File: config.mk
export PLATFORM = sky130hd
export DESIGN_NAME = bit_count_launcher
export DESIGN_NICKNAME = d
export VERILOG_FILES = /design/src/rtl/bit_count_pkg.sv /design/src/rtl/bit_count_launcher_debounce.sv /design/src/rtl/bit_count_launcher.sv
export SDC_FILE = /design/constraint.sdc
export NUM_CORES = 1
export LEC_CHECK = 0
export BUFFER_PORTS_ARGS = -buffer_cell sky130_fd_sc_hd__buf_4
export CAP_MARGIN = 10
export CORE_ASPECT_RATIO = 1.1
export CORE_MARGIN = 10
export CORE_UTILIZATION = 50
export DETAILED_ROUTE_END_ITERATION = 7
export GPL_TIMING_DRIVEN = 0
export PLACE_DENSITY_LB_ADDON = 0.3
export SLEW_MARGIN = 0
export SYNTH_ARGS = -nofsm -noshare
export SYNTH_HDL_FRONTEND = slang
export SYNTH_SLANG_ARGS = --single-unit
File: constraint.sdc
create_clock -name clk -period 2.1 [get_ports clk]
set_input_delay 0.42 -clock clk [delete_from_list [all_inputs] [get_ports clk]]
set_output_delay 0.42 -clock clk [all_outputs]
set_load 0.03 [all_outputs]
File: src/rtl/bit_count_pkg.sv
// Shared definitions for the bit-count launcher: FSM states, data widths and
// default timing parameters for the 100 MHz board clock.
package bit_count_pkg;

  localparam int unsigned DATA_W  = 4;
  localparam int unsigned COUNT_W = 3;

  localparam int unsigned DEF_DEBOUNCE_CYCLES = 1_000_000;
  localparam int unsigned DEF_SETUP_CYCLES    = 250_000_000;

  typedef enum logic [1:0] {
    IDLE   = 2'd0,
    SETUP  = 2'd1,
    CMD_HI = 2'd2,
    CMD_LO = 2'd3
  } state_t;

  // Counter width able to hold n-1; never narrower than one bit.
  function automatic int unsigned cnt_width(input int unsigned n);
    return (n > 1) ? $clog2(n) : 1;
  endfunction

endpackage

File: src/rtl/bit_count_launcher_debounce.sv
// Push-button conditioner: 2-flop synchronizer, stable-level debounce counter
// and a one-cycle press pulse on the accepted rising level.
module btn_debounce
  import bit_count_pkg::*;
#(
  parameter int unsigned DEBOUNCE_CYCLES = DEF_DEBOUNCE_CYCLES
) (
  input  logic clk,
  input  logic reset,
  input  logic btn,
  output logic press
);

  localparam int unsigned CW = cnt_width(DEBOUNCE_CYCLES);
  localparam logic [CW-1:0] LAST = CW'(DEBOUNCE_CYCLES - 1);

  logic [1:0]    sync;
  logic          stable;
  logic          stable_q;
  logic [CW-1:0] cnt;

  always_ff @(posedge clk or negedge reset) begin
    if (!reset) begin
      sync     <= '0;
      stable   <= 1'b0;
      stable_q <= 1'b0;
      cnt      <= '0;
    end else begin
      sync     <= {sync[0], btn};
      stable_q <= stable;
      if (sync[1] == stable) begin
        cnt <= '0;
      end else if (cnt == LAST) begin
        stable <= ~stable;
        cnt    <= '0;
      end else begin
        cnt <= cnt + 1'b1;
      end
    end
  end

  // High during the cycle in which the stable level has just risen.
  assign press = stable & ~stable_q;

endmodule

File: src/rtl/bit_count_launcher.sv
// Front end for the bit-counting FSMD: latches the switch operand on a
// debounced press, waits a setup window, then runs the command/done handshake.
module bit_count_launcher
  import bit_count_pkg::*;
#(
  parameter int unsigned DEBOUNCE_CYCLES = DEF_DEBOUNCE_CYCLES,
  parameter int unsigned SETUP_CYCLES    = DEF_SETUP_CYCLES
) (
  input  logic               clk,
  input  logic               reset,
  input  logic               btn_start,
  input  logic [DATA_W-1:0]  sw_data,
  input  logic               done,
  input  logic [COUNT_W-1:0] bit_count,
  output logic               command,
  output logic [DATA_W-1:0]  dataA,
  output logic [COUNT_W-1:0] result,
  output logic               result_valid,
  output logic               busy
);

  localparam int unsigned SW = cnt_width(SETUP_CYCLES);
  localparam logic [SW-1:0] SETUP_LAST = SW'(SETUP_CYCLES - 1);

  logic               press;
  logic [1:0]         done_sync;
  logic [COUNT_W-1:0] bc_s1;
  logic [COUNT_W-1:0] bc_s2;

  state_t             state;
  state_t             state_n;
  logic [SW-1:0]      setup_cnt;
  logic [SW-1:0]      setup_cnt_n;
  logic               command_n;
  logic [DATA_W-1:0]  dataA_n;
  logic [COUNT_W-1:0] result_n;
  logic               result_valid_n;

  btn_debounce #(
    .DEBOUNCE_CYCLES(DEBOUNCE_CYCLES)
  ) u_debounce (
    .clk  (clk),
    .reset(reset),
    .btn  (btn_start),
    .press(press)
  );

  // bit_count is held constant while done is high, so a plain bus
  // synchronizer is safe: it has settled by the time synced done rises.
  always_ff @(posedge clk or negedge reset) begin
    if (!reset) begin
      done_sync <= '0;
      bc_s1     <= '0;
      bc_s2     <= '0;
    end else begin
      done_sync <= {done_sync[0], done};
      bc_s1     <= bit_count;
      bc_s2     <= bc_s1;
    end
  end

  always_ff @(posedge clk or negedge reset) begin
    if (!reset) begin
      state        <= IDLE;
      setup_cnt    <= '0;
      command      <= 1'b0;
      dataA        <= '0;
      result       <= '0;
      result_valid <= 1'b0;
    end else begin
      state        <= state_n;
      setup_cnt    <= setup_cnt_n;
      command      <= command_n;
      dataA        <= dataA_n;
      result       <= result_n;
      result_valid <= result_valid_n;
    end
  end

  always_comb begin
    state_n        = state;
    setup_cnt_n    = setup_cnt;
    command_n      = command;
    dataA_n        = dataA;
    result_n       = result;
    result_valid_n = result_valid;
    case (state)
      IDLE: begin
        if (press) begin
          dataA_n        = sw_data;
          result_valid_n = 1'b0;
          setup_cnt_n    = '0;
          state_n        = SETUP;
        end
      end
      SETUP: begin
        setup_cnt_n = setup_cnt + 1'b1;
        if (setup_cnt == SETUP_LAST) begin
          command_n = 1'b1;
          state_n   = CMD_HI;
        end
      end
      CMD_HI: begin
        if (done_sync[1]) begin
          result_n  = bc_s2;
          command_n = 1'b0;
          state_n   = CMD_LO;
        end
      end
      CMD_LO: begin
        if (!done_sync[1]) begin
          result_valid_n = 1'b1;
          state_n        = IDLE;
        end
      end
    endcase
  end

  assign busy = (state != IDLE);

endmodule

### Yosys cells after proc, flatten, opt, wreduce, memory -nomap -nowiden

Cells that the tools add are included.

* output and inout port bits: 10
* bits of input ports: 11
* flip-flop bits (word level): 71

* multiplexer cells: 15
* equality and inequality tests: 10
* reduce and logical (&&, ||, !) cells: 12
* bitwise logic cells: 4
* $add $sub $neg: 2

Operator list (count)
* $pmux W28 S2: 1
* $mux W20: 2
* $add A28 B1 Y28 const B: 1
* $eq A28 B28 Y1 const B: 1
* $mux W28: 1
* $add A20 B1 Y20 const B: 1
* $eq A20 B20 Y1 const B: 1
* $mux W2: 4
* $ne A2 B2 Y1 const B: 4
* $pmux W2 S4: 1
* $reduce_and A2 Y1: 4
* $reduce_bool A2 Y1: 4
* $reduce_and A3 Y1: 2
* $eq A2 B2 Y1 const B: 2
* $mux W1: 4
* $pmux W1 S2: 2
* $reduce_and A4 Y1: 1
* $not A1 Y1: 3
* $eq A2 B1 Y1 const B: 1
* $logic_not A2 Y1: 1
* $and A1 B1 Y1: 1
* $eq A1 B1 Y1: 1

### Logic depth before layout (Yosys ltp)

* word-level depth: 4
* depth in mapped cells: 8

### By module

Synthesis repeated with hierarchy kept, for this count alone.

* cell total of the unflattened synthesis: 316
* area, all modules: 3424.5 um2

By module, submodules not included
* bit_count_launcher: cells each 206, area an instance 2278.4 um2, seq. area each 1176.1 um2, instances 1
* btn_debounce: cells each 110, area an instance 1146.1 um2, seq. area each 600.6 um2, instances 1

### Worst setup path before layout

Ideal clock, no wire load.

* kind: register to register
* from: reg state[0]
* to: reg setup_cnt[18]
* period minus slack after synthesis: 1918 ps
* data arrival time: 1840 ps
* cell stages (with the launch flop): 8
* slack: 182 ps
* cell sequence: dfrtp_1 -> inv_1 -> ha_1 -> and3b_1 -> buf_2 -> o2111ai_2 -> or4_1 -> a21oi_1

* cells in the longest elaborated chain, start to end: 3

RTL lines
* start: declaration: RTL line bit_count_launcher.sv:30 `state_t state;`
* start signal: assignment: RTL line bit_count_launcher.sv:71 `state <= state_n;`
* $eq A2 B1 Y1 / $logic_not A2 Y1 (equally long branches): RTL line bit_count_launcher.sv:87 `case (state)`
* $reduce_bool A2 Y1 (no source line) / $ne A2 B2 Y1 (equally long branches)
* $reduce_and A2 Y1 (no source line)
* end signal: assignment: RTL line bit_count_launcher.sv:72 `setup_cnt <= setup_cnt_n;`
* end: declaration: RTL line bit_count_launcher.sv:32 `logic [SW-1:0] setup_cnt;`

Parallel ways exist; a longest one is shown, timed or not.
A chain may end at the register's enable or synchronous reset.

### Worst setup path in the final report

* from: reg state[0]
* to: reg setup_cnt[24]

The elaborated chain is that of the path after synthesis.

==> flow_metrics.tcl <==
set metrics [dict create \
    status "finished, final reports clean" \
    holdBufCountCts 0 \
    drv_slew 0 \
    mostFrequentLayoutCells "dfrtp_1, nand2_1, buf_4, nor2_1, a21oi_1" \
    r2r_slack_ns 0.008 \
    clkSinkCount 71 \
    arrival_ns 2.36 \
    cts_made_buffers 9 \
    dp.final_hpwl_um 5120 \
    die_h_um 109 \
    first_pass_iters 4 \
    synth_edf_count 0 \
    synth_top_area_cell "dfrtp_1" \
    die_w_um 101 \
    synthArstFlopShare_pct 100 \
    critPathTopFamily "buffers and inverters" \
    design_area_um2 4310 \
    cts_tree "yes" \
    tightest_slew_ns 0.898 \
    fin_worst_skew_ns 0.0115 \
    ios 21 \
    synth_seq_cells 71 \
    combPwrFrac_pct 2.1 \
    crit_buf_inv 3 \
    drtIter0Drc 210 \
    fin_util_pct 61.5 \
    drc_errors 0 \
    path_max_fanout 10 \
    switchingPower_mw 0.585 \
    antenna_found_initial 0 \
    postSynthAreaPerCell_um2 10.2 \
    max_freq_ghz 0.478 \
    finalCritPeriodShare_pct 99.6 \
    internal_power_mw 2.31 \
    min_path_cells 1 \
    critPathRequiredTime_ns 2.37 \
    overflow 0 \
    synth.area.top_cells "dfrtp_1, nand2_1, or4_1" \
    timing.rr.end "setup_cnt[24]" \
    cts_buffer_depth 2 \
    cp_cell_sequence "inv_2, ha_4, and3b_1, buf_6, clkbuf_2, o211ai_1, nor3_1, mux2i_1" \
    nets 411 \
    swShare_pct 20.2 \
    row_count 32 \
    yosysSeqAreaShare_pct 49.3 \
    max_cap_viol_count 0 \
    startpoint_type "flop" \
    worstHoldStart "bit_count[2]" \
    setup-violations-final 0 \
    ys_types 52 \
    dpl_cell_area_um2 3860 \
    placeableCoreArea_um2 7010 \
    yosys_warnings 0 \
    slew_headroom_pct 40.1 \
    vias 2913 \
    areaGrowthSynthToFinish_pct 19.6 \
    pre_cts_ws_ns -0.132 \
    report.final.hold_viol_count 0 \
    cts.htree.levels 3 \
    power_frac_seq_pct 47.9 \
    layout.cells.most_common "dfrtp_1" \
    grt_pass1_wl_um 13000 \
    cts_root_buf "clkbuf_8" \
    min_to "bc_s1[2]" \
    drt_wl_total_um 8030 \
    ant_nets 0 \
    vdd_drop_max_v 0.000593 \
    placedCellCount 459 \
    grt_max_degree 72 \
    power_density_nw_per_um2 673 \
    period_minus_slack_ns 2.09 \
    critPathKind "flop to flop" \
    dieArea_um2 11000 \
    gp_congestion 0.836 \
    p_clk_share_pct 50.0 \
    cts.clk_slew.worst_paths_ns 0.08 \
    synth.top_cell.area_share_pct 49.3 \
    worst_r2r_path_depth 8 \
    grt_pass1_vias 2827 \
    setup_ws_ns 0.00815 \
    hold_path_class "primary input to flop" \
    start_util_pct 51.4 \
    p_leak_nw 1.78 \
    diodes 0 \
    grt_use_total_pct 14.2 \
    wire_per_inst_um 16.6 \
    cp_slowest_cell "dfrtp_2" \
    crit_path_end_kind "flop" \
    slowest_delay_ns 0.46 \
    syn_inst 354 \
    r2r_start "state[0]" \
    drive_gt1_share_pct 20.4 \
    syn_area_um2 3600 \
    hold_ws_ns 0.176 \
    vias_per_cell 6.03 \
    synthFlopType "dfrtp_1" \
    clkLatencyLatePin_ns 0.35 \
    syn-num-nets 372 \
    io_buffers 20 \
    finalNonFillerCells 483 \
]
[worst max-delay path by stage]
stage,end,startpoint,depth (start not counted)
global route,setup_cnt[24],state[0],8
global placement,setup_cnt[27],state[1],7
detailed placement,setup_cnt[25],state[1],7
CTS,setup_cnt[27],state[0],7
finish,setup_cnt[24],state[0],8
floorplan,setup_cnt[18],state[0],7
[metal layers]
layer | vias to the layer above | GRT usage, % | share of wire (%)
met2 | 61 | 22.9 | 49
met3 | 13 | 3.42 | 4.7
li1 | 1398 | - | -
met1 | 1441 | 18.1 | 44
met4 | 0 | 5.28 | 1.6
met5 | - | 0 | 0
[power groups by stage]
stage / Clock (mW) / Sequential, mW / Combinational (mW)
after detailed placement: 0 / 1.42 / 0.0622
after global placement: 0 / 1.42 / 0.0610
final: 1.45 / 1.39 / 0.0595
after CTS: 1.48 / 1.39 / 0.0624
after global routing: 1.53 / 1.39 / 0.0701
after floorplan: 0 / 1.41 / 0.0168
[per-stage QoR]
stage / power (mW) / setup TNS, ns
floorplan: 1.43 / 0
global placement: 1.48 / -0.783
detailed placement: 1.48 / -1.44
CTS: 2.93 / 0
global route: 3.00 / -0.151
finish: 2.90 / 0
[cells by family after synthesis]
kind of cell    synth area share, %
simple gates                   23.7
flops                          49.3
compound gates                 13.6
xor+xnor                       5.84
buf+inv                        2.71
mux                            2.40
fa+ha+maj                      2.43
[state kept, by name, indices dropped and copies added, names as in the netlist]
signal,flops
result,3
bc_s1,3
bc_s2,3
u_debounce.sync,2
u_debounce.stable,1
u_debounce.stable_q,1
state,2
command,1
dataA,4
done_sync,2
result_valid,1
setup_cnt,28
u_debounce.cnt,20
[synthesized netlist by cell type, types with 2 or more instances]
cell and number:
o211ai_1 4, mux2i_1 3, a21oi_1 21, clkbuf_1 8, o21ai_0 8, nand4_1 10, o2111ai_2 2, xnor2_1 12
nand3_2 2, nor3_1 5, nor4_1 5, o21a_1 2, a211oi_1 2, inv_1 10, nor2_1 27, or3_1 8
and3_1 6, or2_2 2, nand3_1 15, nor4b_1 2, nand2_1 30, and4_1 5, a2111oi_0 2, dfrtp_1 71
and2_1 6, o31ai_1 14, o2111ai_1 3, nor2b_1 2, xor2_1 12, mux2_2 5, o31a_1 2, ha_1 7
a221oi_1 3, nand2b_1 4, buf_2 3, or4_1 15
[cell type report]
type / count / area [um^2]
buffer: 13 / 80.1
clock buffer: 9 / 124
clock inverter: 7 / 145
fill: 569 / 2700
inverter: 10 / 37.5
multi-input combinational: 261 / 1840
sequential: 71 / 1780
tap: 85 / 106
timing repair buffer: 27 / 203
[repair_timing]
action                     in CTS  in global routing
resized for setup               9                 22
cloned                          0                  1
setup buffers                   3                  4
pin swaps                       3                  4
setup endpoints to repair      25                 27
Note: power is estimated with default switching activity, not from simulation.
